File: config.mk
export PLATFORM = sky130hd
export DESIGN_NAME = piece_spawner
export DESIGN_NICKNAME = d
export VERILOG_FILES = /design/src/rtl/piece_spawner.sv
export SDC_FILE = /design/constraint.sdc
export NUM_CORES = 1
export LEC_CHECK = 0
export CAP_MARGIN = 20
export CORE_UTILIZATION = 50
export DETAILED_ROUTE_END_ITERATION = 10
export PLACE_DENSITY = 0.81
export SLEW_MARGIN = 10
export SYNTH_ARGS = -nofsm -noshare
export SYNTH_HDL_FRONTEND = slang
export SYNTH_SLANG_ARGS = --single-unit
File: constraint.sdc
create_clock -name clk -period 4.3 [get_ports clk]
set_input_delay 1.075 -clock clk [delete_from_list [all_inputs] [get_ports clk]]
set_output_delay 1.075 -clock clk [all_outputs]
set_load 0.02 [all_outputs]
File: src/rtl/piece_spawner.sv
// rtl/piece_spawner.sv - tetromino spawner: LFSR piece pick, float mask load, game-over verdict
// Optional feature: define SPAWN_7BAG_EN for 7-bag randomisation of the preview piece.
module piece_spawner #(
  parameter logic [3:0]  SPAWN_X   = 4'd3,
  parameter logic [4:0]  SPAWN_Y   = 5'd0,
  parameter int          CHECK_LAT = 1,
  parameter logic [15:0] LFSR_SEED = 16'hACE1
) (
  input  logic        clk,
  input  logic        rst_n,
  input  logic        spawn_req,
  input  logic        restart,
  input  logic        game_over_in,
  output logic [3:0]  pos_x,
  output logic [4:0]  pos_y,
  output logic [15:0] float,
  output logic [2:0]  piece_id,
  output logic [2:0]  next_id,
  output logic        busy,
  output logic        spawn_done,
  output logic        game_over
);

  localparam logic [1:0] ST_IDLE  = 2'd0;
  localparam logic [1:0] ST_CHECK = 2'd1;
  localparam logic [1:0] ST_OVER  = 2'd2;

  localparam logic [3:0] CNT_LOAD = 4'(CHECK_LAT - 1);

  // Galois form, taps x^16+x^14+x^13+x^11, shifting right
  function automatic logic [15:0] lfsr_step(input logic [15:0] v);
    return {1'b0, v[15:1]} ^ (v[0] ? 16'hB400 : 16'h0000);
  endfunction

  function automatic logic [2:0] lfsr_pick(input logic [15:0] v);
    if (v[2:0] != 3'd7)      return v[2:0];
    else if (v[5:3] != 3'd7) return v[5:3];
    else                     return 3'd0;
  endfunction

  // Rotation-0 shapes, bit 15 = row 0 col 0
  function automatic logic [15:0] piece_mask(input logic [2:0] id);
    case (id)
      3'd0:    return 16'h0F00;
      3'd1:    return 16'h6600;
      3'd2:    return 16'h4E00;
      3'd3:    return 16'h6C00;
      3'd4:    return 16'hC600;
      3'd5:    return 16'h8E00;
      3'd6:    return 16'h2E00;
      default: return 16'h0000;
    endcase
  endfunction

  logic [1:0]  state;
  logic [3:0]  cnt;
  logic [15:0] lfsr;
  logic [2:0]  cand;
  logic [2:0]  new_next;

  assign cand = lfsr_pick(lfsr);

`ifdef SPAWN_7BAG_EN
  logic [6:0] used;
  logic [6:0] used_upd;
  logic [2:0] bag_id;
  logic [3:0] bag_idx;
  logic       bag_found;

  // First unused id at or after cand, wrapping modulo 7
  always_comb begin
    bag_id    = cand;
    bag_found = 1'b0;
    bag_idx   = 4'd0;
    for (int i = 0; i < 7; i++) begin
      bag_idx = {1'b0, cand} + 4'(i);
      if (bag_idx >= 4'd7) bag_idx = bag_idx - 4'd7;
      if (!bag_found && !used[bag_idx[2:0]]) begin
        bag_id    = bag_idx[2:0];
        bag_found = 1'b1;
      end
    end
    used_upd = used | (7'd1 << bag_id);
    if (used_upd == 7'h7F) used_upd = 7'h00;
  end

  assign new_next = bag_id;

  always_ff @(posedge clk or negedge rst_n) begin
    if (!rst_n) begin
      used <= 7'h00;
    end else if (state == ST_IDLE && spawn_req) begin
      used <= used_upd;
    end else if (state == ST_OVER && restart) begin
      used <= 7'h00;
    end
  end
`else
  assign new_next = cand;
`endif

  always_ff @(posedge clk or negedge rst_n) begin
    if (!rst_n) begin
      state      <= ST_IDLE;
      cnt        <= 4'd0;
      lfsr       <= LFSR_SEED;
      pos_x      <= SPAWN_X;
      pos_y      <= SPAWN_Y;
      float      <= 16'h0000;
      piece_id   <= 3'd0;
      next_id    <= lfsr_pick(LFSR_SEED);
      spawn_done <= 1'b0;
    end else begin
      lfsr       <= lfsr_step(lfsr);
      spawn_done <= 1'b0;
      case (state)
        ST_IDLE: begin
          if (spawn_req) begin
            piece_id <= next_id;
            float    <= piece_mask(next_id);
            pos_x    <= SPAWN_X;
            pos_y    <= SPAWN_Y;
            next_id  <= new_next;
            cnt      <= CNT_LOAD;
            state    <= ST_CHECK;
          end
        end
        ST_CHECK: begin
          if (cnt != 4'd0) begin
            cnt <= cnt - 4'd1;
          end else if (game_over_in) begin
            state <= ST_OVER;
          end else begin
            state      <= ST_IDLE;
            spawn_done <= 1'b1;
          end
        end
        ST_OVER: begin
          if (restart) state <= ST_IDLE;
        end
        default: state <= ST_IDLE;
      endcase
    end
  end

  assign busy      = (state == ST_CHECK);
  assign game_over = (state == ST_OVER);

endmodule

==> flow_summary.html, run 1 <==
<table>
<tr><th>Metric</th><th>Value</th></tr>
<tr><th colspan="2">Run status</th></tr>
<tr><td>Status</td><td>finished clean</td></tr>
<tr><th colspan="2">Yosys</th></tr>
<tr><td>Area fraction in compound gates after synthesis</td><td>8.29%</td></tr>
<tr><td>Number of distinct library cells after synthesis</td><td>37</td></tr>
<tr><td>Share of cell area taken by muxes after synthesis</td><td>0%</td></tr>
<tr><td>Sequential element share of the synthesized area</td><td>57.0%</td></tr>
<tr><td>Post-synth top area cell</td><td>sky130_fd_sc_hd__dfrtp_1</td></tr>
<tr><td>Number of enable-type register cells in the synthesized netlist</td><td>0</td></tr>
<tr><td>Adder-cell area share of the yosys netlist</td><td>1.56%</td></tr>
<tr><td>Ranking of synthesized cells by area</td><td>sky130_fd_sc_hd__dfrtp_1, sky130_fd_sc_hd__dfstp_2, sky130_fd_sc_hd__buf_4, sky130_fd_sc_hd__nand2_1, sky130_fd_sc_hd__xor2_1</td></tr>
<tr><td>Post-synthesis instance area</td><td>1600 µm²</td></tr>
<tr><td>Average cell area after synthesis</td><td>11.1 µm²</td></tr>
<tr><td>Flip-flop and latch count after synthesis</td><td>36</td></tr>
<tr><td>Number of warnings reported in the yosys synthesis log</td><td>0</td></tr>
<tr><td>Largest family of logic cells by synthesized area</td><td>simple AND/OR/NAND/NOR gates</td></tr>
<tr><td>Portion of synthesized cell area occupied by the leading cell type</td><td>42.3%</td></tr>
<tr><td>Dominant register cell in the synthesized netlist</td><td>sky130_fd_sc_hd__dfrtp_1</td></tr>
<tr><td>Simple-gate share of the synthesized area</td><td>17.3%</td></tr>
<tr><td>Mapped Cells</td><td>144</td></tr>
<tr><td>Xor-xnor portion of the synthesized cell area</td><td>2.74%</td></tr>
<tr><td>Async SR Flop Fraction</td><td>100%</td></tr>
<tr><th colspan="2">Detailed routing</th></tr>
<tr><td>First-iteration detailed-routing DRC count</td><td>24</td></tr>
<tr><td>Number of nets still failing antenna checks after routing</td><td>0</td></tr>
<tr><td>Vias per cell</td><td>4.87</td></tr>
<tr><td>Number of vias after detailed routing</td><td>1013</td></tr>
<tr><td>DR pass1 iterations</td><td>4</td></tr>
<tr><td>Routed length per placed instance</td><td>between 10 and 15 µm</td></tr>
<tr><td>Final wirelength</td><td>approximately 2600 µm</td></tr>
<tr><td>Number of design rule violations left after detail routing</td><td>0</td></tr>
<tr><th colspan="2">Run</th></tr>
<tr><td>Max Cap Viol</td><td>0</td></tr>
<tr><th colspan="2">Setup path</th></tr>
<tr><td>Cell-by-cell listing of the critical path</td><td>nand2b_1, inv_1, clkdlybuf4s50_1</td></tr>
<tr><td>Required time of the critical path</td><td>around 3.2 ns</td></tr>
<tr><td>Crit Path Category</td><td>reg2out</td></tr>
<tr><td>Worst EP arrival</td><td>1.76 ns</td></tr>
<tr><td>Maximum fanout encountered on the critical timing path</td><td>11</td></tr>
<tr><td>Slowest cell on the critical path</td><td>sky130_fd_sc_hd__clkdlybuf4s50_1</td></tr>
<tr><td>Crit. End Element</td><td>primary output</td></tr>
<tr><td>Max stage delay on crit path</td><td>0.60 ns</td></tr>
<tr><td>Critical path startpoint category</td><td>flop</td></tr>
<tr><th colspan="2">Timing</th></tr>
<tr><td>Unrepaired setup endpoints after global routing</td><td>no</td></tr>
<tr><td>Summed negative setup slack over all endpoints</td><td>0 ns</td></tr>
<tr><td>Final hold violations</td><td>0</td></tr>
<tr><td>PnR worst setup slack</td><td>1.46 ns</td></tr>
<tr><td>Final setup violation count</td><td>0</td></tr>
<tr><td>Post-Route Skew</td><td>0.00574 ns</td></tr>
<tr><td>Headroom to the max-slew limit</td><td>53.5%</td></tr>
<tr><td>Highest attainable clock frequency</td><td>352 MHz</td></tr>
<tr><td>Period minus WS final</td><td>2.84 ns</td></tr>
<tr><td>Final worst hold slack</td><td>around 0.36 ns</td></tr>
<tr><td>Actual slew at the worst max-slew pin</td><td>0.694 ns</td></tr>
<tr><td>Number of max-slew violations in the final report</td><td>0</td></tr>
<tr><td>Final worst-path cycle share</td><td>66.0%</td></tr>
<tr><th colspan="2">Power</th></tr>
<tr><td>Power per cell area</td><td>496 nW/µm²</td></tr>
<tr><td>Leakage</td><td>0.000822 µW</td></tr>
<tr><td>Worst voltage drop across the vdd grid</td><td>just over 0.3 mV</td></tr>
<tr><td>P_int</td><td>586 µW</td></tr>
<tr><td>Share of total power in sequential cells</td><td>48.1%</td></tr>
<tr><td>Post-layout power</td><td>roughly 890 µW</td></tr>
<tr><td>Switching power of the nets</td><td>303 µW</td></tr>
<tr><td>Switching share of power</td><td>about 34%</td></tr>
<tr><td>Share of power burned in the clock network</td><td>20.6%</td></tr>
<tr><td>Gate power share</td><td>a little under a third</td></tr>
<tr><th colspan="2">Floorplan</th></tr>
<tr><td>Count of boundary I/O pins</td><td>39</td></tr>
<tr><td>Overall die area</td><td>3430 µm²</td></tr>
<tr><td>Site Rows</td><td>20</td></tr>
<tr><td>Horizontal die dimension</td><td>58.6 µm</td></tr>
<tr><td>Die height</td><td>58.6 µm</td></tr>
<tr><td>Standard cell core area</td><td>3050 µm²</td></tr>
<tr><td>Starting utilization of the core area</td><td>52.4%</td></tr>
<tr><th colspan="2">Hold path</th></tr>
<tr><td>Worst min-delay path category</td><td>reg2reg</td></tr>
<tr><th colspan="2">Layout</th></tr>
<tr><td>Diodes inserted</td><td>0</td></tr>
<tr><td>Layout-stage area growth over the synthesis result</td><td>12.2%</td></tr>
<tr><td>Utilization after layout</td><td>58.8%</td></tr>
<tr><td>Most common cell after layout, fill and taps aside</td><td>sky130_fd_sc_hd__dfrtp_1</td></tr>
<tr><td>Total number of nets in the final design</td><td>170</td></tr>
<tr><td>Commonest non-fill, non-tap cells in the layout</td><td>sky130_fd_sc_hd__dfrtp_1, sky130_fd_sc_hd__nand2_1, sky130_fd_sc_hd__clkdlybuf4s50_1, sky130_fd_sc_hd__conb_1, sky130_fd_sc_hd__dfstp_2</td></tr>
<tr><td>Share of cells above drive strength 1</td><td>14.0%</td></tr>
<tr><th colspan="2">Clock tree</th></tr>
<tr><td>TritonCTS Sinks</td><td>36</td></tr>
<tr><td>CTS Root Cell</td><td>sky130_fd_sc_hd__clkbuf_4</td></tr>
<tr><td>Total clock buffers created by CTS</td><td>5</td></tr>
<tr><td>Number of gates resized after CTS</td><td>0</td></tr>
<tr><td>Skew-Pair Late Insertion Delay</td><td>0.33 ns</td></tr>
<tr><td>Clock edge transition at the registers on the reported setup and hold paths</td><td>0.10 ns</td></tr>
<tr><td>Number of setup buffers added after CTS</td><td>0</td></tr>
<tr><td>Clock tree buffer depth</td><td>2</td></tr>
<tr><td>Clock tree from TritonCTS</td><td>yes</td></tr>
<tr><td>Count of hold-fix buffers inserted at cts</td><td>0</td></tr>
<tr><td>Depth of the CTS H-tree</td><td>2</td></tr>
<tr><th colspan="2">Placed design</th></tr>
<tr><td>DP HPWL</td><td>1790 µm</td></tr>
<tr><td>Total of buffers placed on input and output ports</td><td>20</td></tr>
<tr><td>Setup Slack @ Placement</td><td>1.76 ns</td></tr>
<tr><td>Final estimated routing congestion in global placement</td><td>between 0.7 and 0.8</td></tr>
<tr><th colspan="2">Global route</th></tr>
<tr><td>Via count of the first global-routing pass</td><td>985</td></tr>
<tr><td>Number of antenna violations at the first check in global routing</td><td>0</td></tr>
<tr><td>Total global routing overflow</td><td>0</td></tr>
<tr><td>Global-route wire length before repair</td><td>4290 µm</td></tr>
<tr><td>Pin count of the biggest net entering global routing</td><td>37</td></tr>
<tr><td>Global-route usage over all layers</td><td>approximately 18%</td></tr>
</table>
-- layer usage --
layer	part of all wire [%]	vias to the layer above	track usage, %	routed length (µm)
li1	-	476	-	-
met1	45	493	21.2	1170
met2	49	39	29.2	1260
met3	4.7	5	4.62	122
met4	1.6	0	9.52	42
met5	0	-	0	0
-- registers in the layout, indices dropped and copies added (netlist names) --
signal / cells
next_id: 3
float: 7
piece_id: 3
spawn_done: 1
cnt: 4
lfsr: 16
state: 2
-- synth_stat cells (2+ instances only) --
library cell	n
sky130_fd_sc_hd__dfrtp_1	27
sky130_fd_sc_hd__nand2_1	26
sky130_fd_sc_hd__buf_4	20
sky130_fd_sc_hd__dfstp_2	9
sky130_fd_sc_hd__a21oi_1	4
sky130_fd_sc_hd__inv_1	4
sky130_fd_sc_hd__nand3_1	4
sky130_fd_sc_hd__nor2_1	4
sky130_fd_sc_hd__o21ai_1	4
sky130_fd_sc_hd__xor2_1	4
sky130_fd_sc_hd__nand3b_1	3
sky130_fd_sc_hd__a31oi_1	2
sky130_fd_sc_hd__buf_2	2
sky130_fd_sc_hd__buf_6	2
sky130_fd_sc_hd__conb_1	2
sky130_fd_sc_hd__ha_1	2
sky130_fd_sc_hd__nand2b_1	2
sky130_fd_sc_hd__nor3b_1	2
sky130_fd_sc_hd__nor3b_2	2
sky130_fd_sc_hd__or3_1	2
-- worst paths after layout --
check	start	end	slack, ns	cells past startpoint
worst min register to register	lfsr[8]	lfsr[7]	0.36	0
min in group asynchronous	rst_n	float[9]	1.15	2
max in group asynchronous	rst_n	lfsr[11]	2.81	2
worst max register to register	cnt[0]	cnt[1]	2.78	5
worst max-delay path	state[0]	busy	1.46	3
worst min-delay path	lfsr[8]	lfsr[7]	0.36	0
-- metrics by stage --
step	std cells	cell area [µm²]
floorplan	160	1660
global placement	200	1740
detailed placement	200	1740
CTS	208	1790
global route	208	1790
finish	208	1790
-- worst max-delay path, delay by kind of cell (launching register included) --
kind                   cells  cell delay (ns)
buffers and inverters      2             0.70
AND/OR/NAND/NOR            1             0.17
flip-flops                 1             0.55
-- area by class of cell --
type	count	area, µm²
Fill cell	275	1260
Sequential cell	36	912
Inverter	4	15.0
Timing Repair Buffer	21	208
Tap cell	44	55.1
Clock buffer	8	58.8
Multi-Input combinational cell	95	546
-- kinds of logic after synthesis --
logic type                 after synthesis
other                                    2
AOI/OAI and AO/OA                       18
xor gates and xnor gates                 5
and+or+nand+nor                         52
adders and majority gates                2
DFF                                     36
buffers and inverters                   29
-- power groups by stage --
| stage | Combinational, µW | Clock, µW | Sequential [µW] |
|---|---|---|---|
| after floorplan | 207 | 0 | 438 |
| after global placement | 265 | 0 | 430 |
| after detailed placement | 279 | 0 | 433 |
| after CTS | 280 | 189 | 427 |
| after global routing | 310 | 203 | 435 |
| final | 278 | 184 | 428 |
(Power assumes the default switching activity.)
==> run 2: changes to the inputs <==
--- a/config.mk
+++ b/config.mk
@@ -6,9 +6,9 @@
 export NUM_CORES = 1
 export LEC_CHECK = 0
 export CAP_MARGIN = 20
-export CORE_UTILIZATION = 50
+export CORE_UTILIZATION = 44
 export DETAILED_ROUTE_END_ITERATION = 10
-export PLACE_DENSITY = 0.81
+export PLACE_DENSITY = 0.75
 export SLEW_MARGIN = 10
 export SYNTH_ARGS = -nofsm -noshare
 export SYNTH_HDL_FRONTEND = slang
==> constraint.sdc (replaced) <==
create_clock -name clk -period 2.6 [get_ports clk]
set_input_delay 0.65 -clock clk [delete_from_list [all_inputs] [get_ports clk]]
set_output_delay 0.65 -clock clk [all_outputs]
set_load 0.02 [all_outputs]
==> run 2 against run 1 <==
- wire length decreased by 6.1%
- clock skew increased by 0.0024 ns
- via count decreased by 2.9%
- final cell count increased by 1.4%
- clock power increased by 110%
- worst setup slack got worse by 1.3 ns
- register-to-register slack got worse by 1.7 ns
- clock-buffer cell count decreased by 3
- design area increased by 1.7%
- critical path type unchanged
==> flow_summary.html, run 2 (synthesized netlist as in run 1, its figures left out) <==
<table>
<tr><th>Metric</th><th>Value</th></tr>
<tr><th colspan="2">Timing</th></tr>
<tr><td>Highest attainable clock frequency</td><td>414 MHz</td></tr>
<tr><td>Final worst-path cycle share</td><td>92.8%</td></tr>
<tr><td>Period minus WS final</td><td>2.41 ns</td></tr>
<tr><td>Final setup violation count</td><td>0 (unchanged)</td></tr>
<tr><td>Final hold violations</td><td>0 (unchanged)</td></tr>
<tr><td>Post-Route Skew</td><td>0.00813 ns (was 0.00574 ns)</td></tr>
<tr><td>Number of max-slew violations in the final report</td><td>0 (unchanged)</td></tr>
<tr><td>PnR worst setup slack</td><td>0.187 ns (was 1.46 ns)</td></tr>
<tr><td>Unrepaired setup endpoints after global routing</td><td>no (unchanged)</td></tr>
<tr><td>Summed negative setup slack over all endpoints</td><td>0 ns (unchanged)</td></tr>
<tr><th colspan="2">Detailed routing</th></tr>
<tr><td>Routed length per placed instance</td><td>11.6 µm (was 12.5 µm)</td></tr>
<tr><td>Vias per cell</td><td>4.66 (was 4.87)</td></tr>
<tr><td>Number of design rule violations left after detail routing</td><td>0 (unchanged)</td></tr>
<tr><td>Number of nets still failing antenna checks after routing</td><td>0 (unchanged)</td></tr>
<tr><td>DR pass1 iterations</td><td>4 (unchanged)</td></tr>
<tr><td>Final wirelength</td><td>2440 µm (was 2600 µm)</td></tr>
<tr><td>Number of vias after detailed routing</td><td>984 (was 1013)</td></tr>
<tr><td>First-iteration detailed-routing DRC count</td><td>60 (was 24)</td></tr>
<tr><th colspan="2">Layout</th></tr>
<tr><td>Total number of nets in the final design</td><td>171 (was 170)</td></tr>
<tr><td>Most common cell after layout, fill and taps aside</td><td>sky130_fd_sc_hd__dfrtp_1 (unchanged)</td></tr>
<tr><td>Fill cell total of the finished layout</td><td>315 (was 275)</td></tr>
<tr><td>Final cell area excluding filler cells</td><td>1830 µm² (was 1790 µm²)</td></tr>
<tr><td>Register with the highest flop count</td><td>lfsr (unchanged)</td></tr>
<tr><td>Max FFs per register</td><td>16 (unchanged)</td></tr>
<tr><td>Biggest registers after layout</td><td>lfsr (16), float (7), cnt (4) (unchanged)</td></tr>
<tr><td>Share of cells above drive strength 1</td><td>15.8% (was 14.0%)</td></tr>
<tr><td>Commonest non-fill, non-tap cells in the layout</td><td>sky130_fd_sc_hd__dfrtp_1, sky130_fd_sc_hd__nand2_1, sky130_fd_sc_hd__clkdlybuf4s50_1, sky130_fd_sc_hd__conb_1, sky130_fd_sc_hd__dfstp_2 (unchanged)</td></tr>
<tr><td>Layout-stage area growth over the synthesis result</td><td>14.2% (was 12.2%)</td></tr>
<tr><td>Diodes inserted</td><td>0 (unchanged)</td></tr>
<tr><th colspan="2">Clock tree</th></tr>
<tr><td>Number of gates resized after CTS</td><td>0 (unchanged)</td></tr>
<tr><td>Number of setup buffers added after CTS</td><td>0 (unchanged)</td></tr>
<tr><td>Depth of the CTS H-tree</td><td>2 (unchanged)</td></tr>
<tr><td>Clock tree from TritonCTS</td><td>yes (unchanged)</td></tr>
<tr><td>Clock tree buffer depth</td><td>2 (unchanged)</td></tr>
<tr><td>Clock edge transition at the registers on the reported setup and hold paths</td><td>0.11 ns (was 0.10 ns)</td></tr>
<tr><td>CTS Root Cell</td><td>sky130_fd_sc_hd__clkbuf_4 (unchanged)</td></tr>
<tr><td>Skew-Pair Late Insertion Delay</td><td>0.34 ns (was 0.33 ns)</td></tr>
<tr><td>Total clock buffers created by CTS</td><td>5 (unchanged)</td></tr>
<tr><td>Count of hold-fix buffers inserted at cts</td><td>0 (unchanged)</td></tr>
<tr><td>TritonCTS Sinks</td><td>36 (unchanged)</td></tr>
<tr><th colspan="2">Placed design</th></tr>
<tr><td>Setup Slack @ Placement</td><td>0.567 ns (was 1.76 ns)</td></tr>
<tr><td>Total of buffers placed on input and output ports</td><td>20 (unchanged)</td></tr>
<tr><td>DP HPWL</td><td>1690 µm (was 1790 µm)</td></tr>
<tr><td>Final estimated routing congestion in global placement</td><td>0.828 (was 0.760)</td></tr>
<tr><td>Placed Area</td><td>1750 µm² (was 1740 µm²)</td></tr>
<tr><th colspan="2">Setup path</th></tr>
<tr><td>Maximum fanout encountered on the critical timing path</td><td>11 (unchanged)</td></tr>
<tr><td>Required time of the critical path</td><td>1.95 ns (was 3.22 ns)</td></tr>
<tr><td>Crit Path Category</td><td>reg2out (unchanged)</td></tr>
<tr><td>Register-to-register setup slack</td><td>1.09 ns (was 2.78 ns)</td></tr>
<tr><td>Worst r2r path cells</td><td>5 (unchanged)</td></tr>
<tr><td>Worst EP arrival</td><td>1.76 ns (about the same)</td></tr>
<tr><td>Critical path startpoint category</td><td>flop (unchanged)</td></tr>
<tr><td>Crit. End Element</td><td>primary output (unchanged)</td></tr>
<tr><th colspan="2">Run</th></tr>
<tr><td>Max Cap Viol</td><td>0 (unchanged)</td></tr>
<tr><th colspan="2">Floorplan</th></tr>
<tr><td>Count of boundary I/O pins</td><td>39 (unchanged)</td></tr>
<tr><td>Overall die area</td><td>3880 µm² (was 3430 µm²)</td></tr>
<tr><td>Horizontal die dimension</td><td>62.3 µm (was 58.6 µm)</td></tr>
<tr><td>Starting utilization of the core area</td><td>46.8% (was 52.4%)</td></tr>
<tr><td>Site Rows</td><td>21 (was 20)</td></tr>
<tr><td>Standard cell core area</td><td>3420 µm² (was 3050 µm²)</td></tr>
<tr><td>Die height</td><td>62.3 µm (was 58.6 µm)</td></tr>
<tr><th colspan="2">Hold path</th></tr>
<tr><td>Worst min-delay path category</td><td>reg2reg (unchanged)</td></tr>
<tr><td>Hold Path Depth</td><td>0 (unchanged)</td></tr>
<tr><th colspan="2">Power</th></tr>
<tr><td>Leakage</td><td>0.000836 µW (was 0.000822 µW)</td></tr>
<tr><td>Share of power burned in the clock network</td><td>24.7% (was 20.6%)</td></tr>
<tr><td>Power per cell area</td><td>850 nW/µm² (was 496 nW/µm²)</td></tr>
<tr><td>P_int</td><td>1040 µW (was 586 µW)</td></tr>
<tr><td>Post-layout power</td><td>1550 µW (was 890 µW)</td></tr>
<tr><td>Switching share of power</td><td>33.0% (was 34.1%)</td></tr>
<tr><td>Gate power share</td><td>29.8% (was 31.2%)</td></tr>
<tr><td>Worst voltage drop across the vdd grid</td><td>0.466 mV (was 0.302 mV)</td></tr>
<tr><td>Switching power of the nets</td><td>512 µW (was 303 µW)</td></tr>
<tr><td>Share of total power in sequential cells</td><td>45.5% (was 48.1%)</td></tr>
<tr><th colspan="2">Global route</th></tr>
<tr><td>Via count of the first global-routing pass</td><td>991 (was 985)</td></tr>
<tr><td>Number of antenna violations at the first check in global routing</td><td>0 (unchanged)</td></tr>
<tr><td>Total global routing overflow</td><td>0 (unchanged)</td></tr>
<tr><td>Global-route usage over all layers</td><td>14.8% (was 17.6%)</td></tr>
<tr><td>Global-route wire length before repair</td><td>4390 µm (was 4290 µm)</td></tr>
<tr><td>Pin count of the biggest net entering global routing</td><td>37 (unchanged)</td></tr>
<tr><th colspan="2">Run status</th></tr>
<tr><td>Status</td><td>finished clean (unchanged)</td></tr>
</table>
## run 2: changes by cell type in the layout (fill, tap and decap cells not counted), sizes merged
cell and change:
bufinv +1, buf +1, clkinvlp +1, clkinv +1, clkbuf -3
## run 2: worst paths after layout
path                              to      from
max                             busy  state[0]
min                          lfsr[8]   lfsr[9]
max reg2reg                   cnt[1]    cnt[0]
min reg2reg                  lfsr[8]   lfsr[9]
max in group asynchronous   lfsr[15]     rst_n
min in group asynchronous  float[10]     rst_n
## run 2: power groups by stage
stage | Combinational (µW) | Clock [µW] | Sequential (µW)
after floorplan | 343 | 0 | 724
after global routing | 518 | 430 | 718
after CTS | 471 | 400 | 705
after global placement | 456 | 0 | 710
final | 463 | 383 | 706
after detailed placement | 470 | 0 | 716
## run 2: worst max-delay path, cell delays in order (launching register included)
cell and delay, ns:
sky130_fd_sc_hd__dfrtp_1 0.55, sky130_fd_sc_hd__nand2b_1 0.17, sky130_fd_sc_hd__inv_1 0.11, sky130_fd_sc_hd__clkdlybuf4s50_1 0.61
## run 2: area by class of cell
| type | count | area (µm²) | share of cell area [%] |
|---|---|---|---|
| well taps | 46 | 57.6 | 3.15 |
| flip-flops and latches | 36 | 912 | 50.0 |
| inverters | 4 | 15.0 | 0.822 |
| clock buffers | 5 | 37.5 | 2.06 |
| repair buffers | 22 | 215 | 11.8 |
| multi-input cells | 95 | 546 | 29.9 |
| clock inverters | 3 | 42.5 | 2.33 |
## run 2: per-layer routing
| layer | vias to the layer above | part of all wire, % | track usage [%] |
|---|---|---|---|
| met5 | - | 0 | 0 |
| met4 | 0 | 1.5 | 6.98 |
| met3 | 6 | 5.4 | 6.07 |
| met2 | 35 | 47 | 23.2 |
| met1 | 467 | 46 | 17.6 |
| li1 | 476 | - | - |
## run 2: per-stage QoR
step                instances  hold slack [ns]  utilization, %
detailed placement        203            0.336            51.1
finish                    211            0.350            53.4
CTS                       211            0.350            53.4
floorplan                 160            0.331               -
global route              211            0.352            53.4
global placement          203            0.336            51.1
